[config.mk]
export PLATFORM = sky130hd
export DESIGN_NAME = alu_shift_sequencer_flat
export DESIGN_NICKNAME = d
export VERILOG_FILES = /design/src/rtl/alu_shift_sequencer_if.sv /design/src/rtl/alu_shift_sequencer.sv /design/src/flat_wrapper.sv
export SDC_FILE = /design/constraint.sdc
export NUM_CORES = 1
export LEC_CHECK = 0
export ABC_AREA = 1
export BUFFER_PORTS_ARGS = -buffer_cell sky130_fd_sc_hd__clkbuf_2
export CAP_MARGIN = 40
export CORE_UTILIZATION = 30
export DETAILED_ROUTE_END_ITERATION = 12
export MAX_ROUTING_LAYER = met4
export PLACE_DENSITY = 0.51
export SYNTH_ARGS = -nofsm -noshare
export SYNTH_HDL_FRONTEND = slang
export SYNTH_SLANG_ARGS = --single-unit
export TNS_END_PERCENT = 50
[constraint.sdc]
create_clock -name clock -period 1.9 [get_ports clock]
set_clock_uncertainty 0.05 [all_clocks]
set_input_delay 0.285 -clock clock [delete_from_list [all_inputs] [get_ports clock]]
set_output_delay 0.285 -clock clock [all_outputs]
set_load 0.01 [all_outputs]
[src/rtl/alu_shift_sequencer_if.sv]
// Bundles the microcode request, the ALU drive and the completion signals
// of the shift/rotate sequencer.
interface alu_shift_sequencer_if;
    logic        start;
    logic [2:0]  func;
    logic        bit16;
    logic [15:0] operand;
    logic [7:0]  count;
    logic [11:0] flags_in;
    logic        busy;
    logic        done;
    logic [15:0] result;
    logic [11:0] flags_out;
    logic [3:0]  alu_func;
    logic [15:0] alu_op1;
    logic        alu_bit16;
    logic [11:0] alu_flags;
    logic [15:0] alu_result;

    // master: sequencer plus shared ALU; slave: the shift controller
    modport master (
        output start, func, bit16, operand, count, flags_in, alu_result,
        input  busy, done, result, flags_out, alu_func, alu_op1, alu_bit16, alu_flags
    );

    modport slave (
        input  start, func, bit16, operand, count, flags_in, alu_result,
        output busy, done, result, flags_out, alu_func, alu_op1, alu_bit16, alu_flags
    );
endinterface

[src/rtl/alu_shift_sequencer.sv]
// x86 shift/rotate-by-count controller: steps the shared ALU one bit per clock,
// tracking CF and assembling OF/SF/ZF/PF into the 12-bit FLAGS image.
module alu_shift_sequencer #(
    parameter bit MASK_COUNT = 1'b1
) (
    input  logic                       clock,
    input  logic                       resetn,
    alu_shift_sequencer_if.slave       bus
);

    typedef enum logic [1:0] {S_IDLE, S_RUN, S_DONE} state_e;

    state_e      state_q, state_d;
    logic [2:0]  func_q;
    logic        bit16_q;
    logic [11:0] flags_q;
    logic [15:0] work_q;
    logic [15:0] orig_q;
    logic        carry_q;
    logic [7:0]  remaining_q;
    logic [15:0] result_q;
    logic [11:0] flags_out_q;

    logic [7:0]  eff_count;
    logic        last_step;
    logic        step_carry;
    logic [15:0] fin;
    logic        fin_msb, fin_msb1, orig_msb, of_bit;
    logic [11:0] flags_fin;

    assign eff_count = MASK_COUNT ? {3'b000, bus.count[4:0]} : bus.count;
    assign last_step = (remaining_q <= 8'd1);

    always_ff @(posedge clock or negedge resetn) begin
        if (!resetn) state_q <= S_IDLE;
        else         state_q <= state_d;
    end

    always_comb begin
        state_d = state_q;
        unique case (state_q)
            S_IDLE: if (bus.start) state_d = (eff_count == 8'd0) ? S_DONE : S_RUN;
            S_RUN:  if (last_step) state_d = S_DONE;
            S_DONE: state_d = S_IDLE;
            default: state_d = S_IDLE;
        endcase
    end

    always_comb begin
        bus.busy     = (state_q == S_RUN);
        bus.done     = (state_q == S_DONE);
        bus.alu_func = (state_q == S_RUN) ? {1'b1, func_q} : 4'h0;
    end

    // Left-moving ops (even func codes) shift out the msb, right-moving ones bit0
    always_comb begin
        step_carry = func_q[0] ? work_q[0] : (bit16_q ? work_q[15] : work_q[7]);
        fin        = bit16_q ? bus.alu_result : {orig_q[15:8], bus.alu_result[7:0]};
        fin_msb    = bit16_q ? fin[15] : fin[7];
        fin_msb1   = bit16_q ? fin[14] : fin[6];
        orig_msb   = bit16_q ? orig_q[15] : orig_q[7];
        unique case (func_q)
            3'd1, 3'd3: of_bit = fin_msb ^ fin_msb1;
            3'd5:       of_bit = orig_msb;
            3'd7:       of_bit = 1'b0;
            default:    of_bit = step_carry ^ fin_msb;
        endcase
        flags_fin     = flags_q;
        flags_fin[0]  = step_carry;
        flags_fin[11] = of_bit;
        if (func_q[2]) begin
            flags_fin[7] = fin_msb;
            flags_fin[6] = bit16_q ? (fin == 16'h0000) : (fin[7:0] == 8'h00);
            flags_fin[2] = ~^fin[7:0];
        end
        flags_fin[1] = 1'b1;
        flags_fin[3] = 1'b0;
        flags_fin[5] = 1'b0;
    end

    always_ff @(posedge clock or negedge resetn) begin
        if (!resetn) begin
            func_q      <= '0;
            bit16_q     <= 1'b0;
            flags_q     <= '0;
            work_q      <= '0;
            orig_q      <= '0;
            carry_q     <= 1'b0;
            remaining_q <= '0;
            result_q    <= '0;
            flags_out_q <= '0;
        end else begin
            unique case (state_q)
                S_IDLE: begin
                    if (bus.start) begin
                        func_q      <= bus.func;
                        bit16_q     <= bus.bit16;
                        flags_q     <= bus.flags_in;
                        work_q      <= bus.operand;
                        orig_q      <= bus.operand;
                        carry_q     <= bus.flags_in[0];
                        remaining_q <= eff_count;
                        if (eff_count == 8'd0) begin
                            result_q    <= bus.operand;
                            flags_out_q <= bus.flags_in;
                        end
                    end
                end
                S_RUN: begin
                    work_q      <= bus.alu_result;
                    carry_q     <= step_carry;
                    remaining_q <= remaining_q - 8'd1;
                    if (last_step) begin
                        result_q    <= fin;
                        flags_out_q <= flags_fin;
                    end
                end
                default: ;
            endcase
        end
    end

    assign bus.result    = result_q;
    assign bus.flags_out = flags_out_q;
    assign bus.alu_op1   = work_q;
    assign bus.alu_bit16 = bit16_q;
    assign bus.alu_flags = {flags_q[11:1], carry_q};

endmodule

[src/flat_wrapper.sv]
// flat-port wrapper written by rule: the top's interface ports become plain ports
module alu_shift_sequencer_flat 
#(
    parameter bit MASK_COUNT = 1'b1
)
  (clock, resetn, bus_start, bus_func, bus_bit16, bus_operand, bus_count, bus_flags_in, bus_alu_result, bus_busy, bus_done, bus_result, bus_flags_out, bus_alu_func, bus_alu_op1, bus_alu_bit16, bus_alu_flags);
  alu_shift_sequencer_if bus_i ();
  input  logic clock;
  input  logic resetn;
  input wire logic [$bits(bus_i.start)-1:0] bus_start;
  input wire logic [$bits(bus_i.func)-1:0] bus_func;
  input wire logic [$bits(bus_i.bit16)-1:0] bus_bit16;
  input wire logic [$bits(bus_i.operand)-1:0] bus_operand;
  input wire logic [$bits(bus_i.count)-1:0] bus_count;
  input wire logic [$bits(bus_i.flags_in)-1:0] bus_flags_in;
  input wire logic [$bits(bus_i.alu_result)-1:0] bus_alu_result;
  output wire logic [$bits(bus_i.busy)-1:0] bus_busy;
  output wire logic [$bits(bus_i.done)-1:0] bus_done;
  output wire logic [$bits(bus_i.result)-1:0] bus_result;
  output wire logic [$bits(bus_i.flags_out)-1:0] bus_flags_out;
  output wire logic [$bits(bus_i.alu_func)-1:0] bus_alu_func;
  output wire logic [$bits(bus_i.alu_op1)-1:0] bus_alu_op1;
  output wire logic [$bits(bus_i.alu_bit16)-1:0] bus_alu_bit16;
  output wire logic [$bits(bus_i.alu_flags)-1:0] bus_alu_flags;
  assign bus_i.start = bus_start;
  assign bus_i.func = bus_func;
  assign bus_i.bit16 = bus_bit16;
  assign bus_i.operand = bus_operand;
  assign bus_i.count = bus_count;
  assign bus_i.flags_in = bus_flags_in;
  assign bus_i.alu_result = bus_alu_result;
  assign bus_busy = bus_i.busy;
  assign bus_done = bus_i.done;
  assign bus_result = bus_i.result;
  assign bus_flags_out = bus_i.flags_out;
  assign bus_alu_func = bus_i.alu_func;
  assign bus_alu_op1 = bus_i.alu_op1;
  assign bus_alu_bit16 = bus_i.alu_bit16;
  assign bus_alu_flags = bus_i.alu_flags;
  alu_shift_sequencer #(.MASK_COUNT(MASK_COUNT)) u_core (.clock(clock), .resetn(resetn), .bus(bus_i));
endmodule
==> metrics <==
# setup viols final 0; fillcell total 1365; Worst Hold Class input pin to flop; Avg Inst Size Synth 7.62 um2; ratio of cells with drive above 1 in the final layout 24.3%; status finished clean; IO Port Bufs 118; Worst Tran Pin Value 0.361 ns; dpl ws -0.0406 ns; area grow syn2layout 28.7%; Synth area leaders dfrtp_1 51%, nand2_1 21%, o21ai_0 5.7%, inv_1 4.9%, nor2_1 2.2%; largest net degree at the start of global routing 58; VDD IR max 0.315 mV; wire length per cell 13.7 um; DRC viols 0; Cell Rows 41; GR Overflow Total 0; Crit path largest cell delay 0.37 ns; crit path max fanout 57; Clk Tree Root Cell clkbuf_16; FF/Latch Area 1980 um2; crit start category flop; Slew HR 75.9%; TritonCTS buffer count 9; Post-synth EDFFs 0; later-pin clock latency in the skew report 0.34 ns; top cells by count, synth 219 x nand2_1, 79 x dfrtp_1, 51 x inv_1, 44 x o21ai_0, 23 x nor2_1; Worst Setup Slack, final 0.115 ns; vias in the first global route 3531; dpl cells 788; Leak Pwr 2.74 nW; Initial Utilization 30.9%; count leader, synth nand2_1; Max Buffers Root-to-Sink 2; CTS clk-pin slew, worst paths 0.06 ns; routed vias 3614; Distinct cells, synth 29; Post-Syn Nets 576; total power 0.00365 W; CP delay by family, top buffers and inverters; unrepaired setup endpoints after global routing no; fin area 5010 um2; clk sinks 79; htree depth 3; initial antenna violation count 0; Die Width 116 um; post-route ant nets 0; CP Cell Sequence inv_2 > nand2_2 > clkbuf_8 > nor2_1 > clkbuf_2; first-pass GRT wire length 17900 um; Multi-input gate area 1590 um2; period utilisation layout 93.9%; CP arrival 1.45 ns; die area 13400 um2; Mapped Cells 511; GP Congestion 0.787; fin crit period 1.78 ns; asr flop ratio synth 100%; critical path buffer and inverter count 3; Max Freq 560 MHz; DRT Pass-1 Iters 5; CP max stage cell dfrtp_1; ant diodes 0; # nets final 696; cell area after placement 4680 um2; fin cells 806; total core area 12600 um2; IO Pins 122; DP HPWL 7740 um; Top FF cell, synth dfrtp_1; Critical Path RT 1.56 ns; GRT Util Overall 18.2%; Fin. Hold Viols 0; die height 116 um; Synth warnings 0; CTS tree built; CP Capture Type primary output; sequential area share after synthesis 50.7%; DR iter-0 viols 151; top cell type's share of synthesized area 50.7%; post-DR vias/cell 4.48; DRT Wirelength 11000 um; max-cap violations 0; CP Class flop to primary output; Final Max Slew Viols 0; synthesized area 3900 um2; Power Density 727 nW/um2; FF+latch count, synth 79; Synth area leader dfrtp_1
[routing by layer]
| layer | vias up | wire length (um) | GRT usage (%) | share of wire (%) |
|---|---|---|---|---|
| li1 | 1837 | - | - | - |
| met1 | 1649 | 5220 | 23.9 | 47 |
| met2 | 113 | 4890 | 27.0 | 44 |
| met3 | 15 | 706 | 4.08 | 6.4 |
| met4 | 0 | 208 | 7.52 | 1.9 |
| met5 | - | 0 | - | 0 |
[tightest hold or removal path, stage by stage]
cell and delay [ns]:
clkbuf_2 0.08, nand2_1 0.04, o21ai_0 0.06
[where the power goes]
part / switching, W / internal (W) / total [W]
Sequential: 0.0000119 / 0.00170 / 0.00171
Clock: 0.000651 / 0.00104 / 0.00169
Combinational: 0.000141 / 0.000100 / 0.000241
[timing repair]
| action | 4_1_cts | 5_1_grt |
|---|---|---|
| endpoints found under the hold margin | 13 | 0 |
| pin swaps | 1 | 1 |
| hold buffers | 1 | 0 |
| gates cloned | 0 | 0 |
| endpoints found under the setup margin | 5 | 10 |
| setup buffers | 1 | 2 |
| gates resized for setup | 1 | 7 |
[per-stage QoR]
step           utilization [%]  setup TNS [ns]  hold slack [ns]
6_report                  39.7               0            0.116
5_1_grt                   39.7               0            0.115
4_1_cts                   39.4               0            0.106
3_5_place_dp              37.1         -0.0745            0.110
3_3_place_gp              37.1         -0.0549            0.112
2_1_floorplan                -               0          -0.0606
[cells by family (layout without fill, tap and decap cells)]
logic type	after synthesis	count (layout)	share of synthesized area [%]
AND/OR/NAND/NOR	264	264	26.8
XOR/XNOR	3	3	0.674
buffers and inverters	80	203	8.67
adder cells (fa/ha/maj)	6	6	1.93
AO/OA/AOI/OAI	79	79	11.1
flip-flops	79	79	50.7
[worst paths after layout]
check / from / end / slack, ns / cells after the start
max in group asynchronous: resetn / u_core.orig_q[9] / 0.90 / 3
max: u_core.state_q[1] / bus_alu_func[0] / 0.12 / 5
max reg2reg: u_core.remaining_q[0] / u_core.bus.flags_out[11] / 0.18 / 9
min: bus_func[1] / u_core.func_q[1] / 0.12 / 3
min in group asynchronous: resetn / u_core.bus.result[2] / 0.30 / 2
min reg2reg: u_core.remaining_q[6] / u_core.remaining_q[6] / 0.42 / 1
[sequential cells by signal, summed over array words and instances (netlist names)]
register / flops
u_core.bus.alu_bit16: 1
u_core.bus.alu_op1: 16
u_core.bus.flags_out: 12
u_core.bus.result: 16
u_core.carry_q: 1
u_core.flags_q: 11
u_core.func_q: 3
u_core.orig_q: 9
u_core.remaining_q: 8
u_core.state_q: 2
[placed cells by master, fill, tap and decap left out]
cell type,n
o21ai_2,1
a21oi_1,6
nand3_4,1
clkbuf_8,2
xnor2_1,1
o21ai_1,12
nand2_2,1
a31oi_1,2
dlygate4sd3_1,1
o21a_1,1
buf_6,2
nor2_4,2
o221ai_1,2
o22ai_1,1
clkbuf_1,3
nor3_1,2
nor4_1,1
buf_12,1
inv_6,1
clkinvlp_4,1
clkbuf_16,9
clkbuf_2,117
dfrtp_1,78
nand2_1,219
buf_4,10
o211ai_1,10
inv_2,2
inv_4,2
ha_1,6
dfrtp_2,1
o21ai_0,44
xor2_1,2
bufinv_16,1
nand3_1,15
inv_1,51
nor2_1,23
[area by class of cell]
type                    count  area share [%]
inverters                  57            4.54
clock inverters             1           0.599
clock buffers              13            4.99
flip-flops and latches     79            39.5
repair buffers            132            14.5
well taps                 172            4.29
multi-input cells         352            31.6
Power figures use the tool's default switching activity.
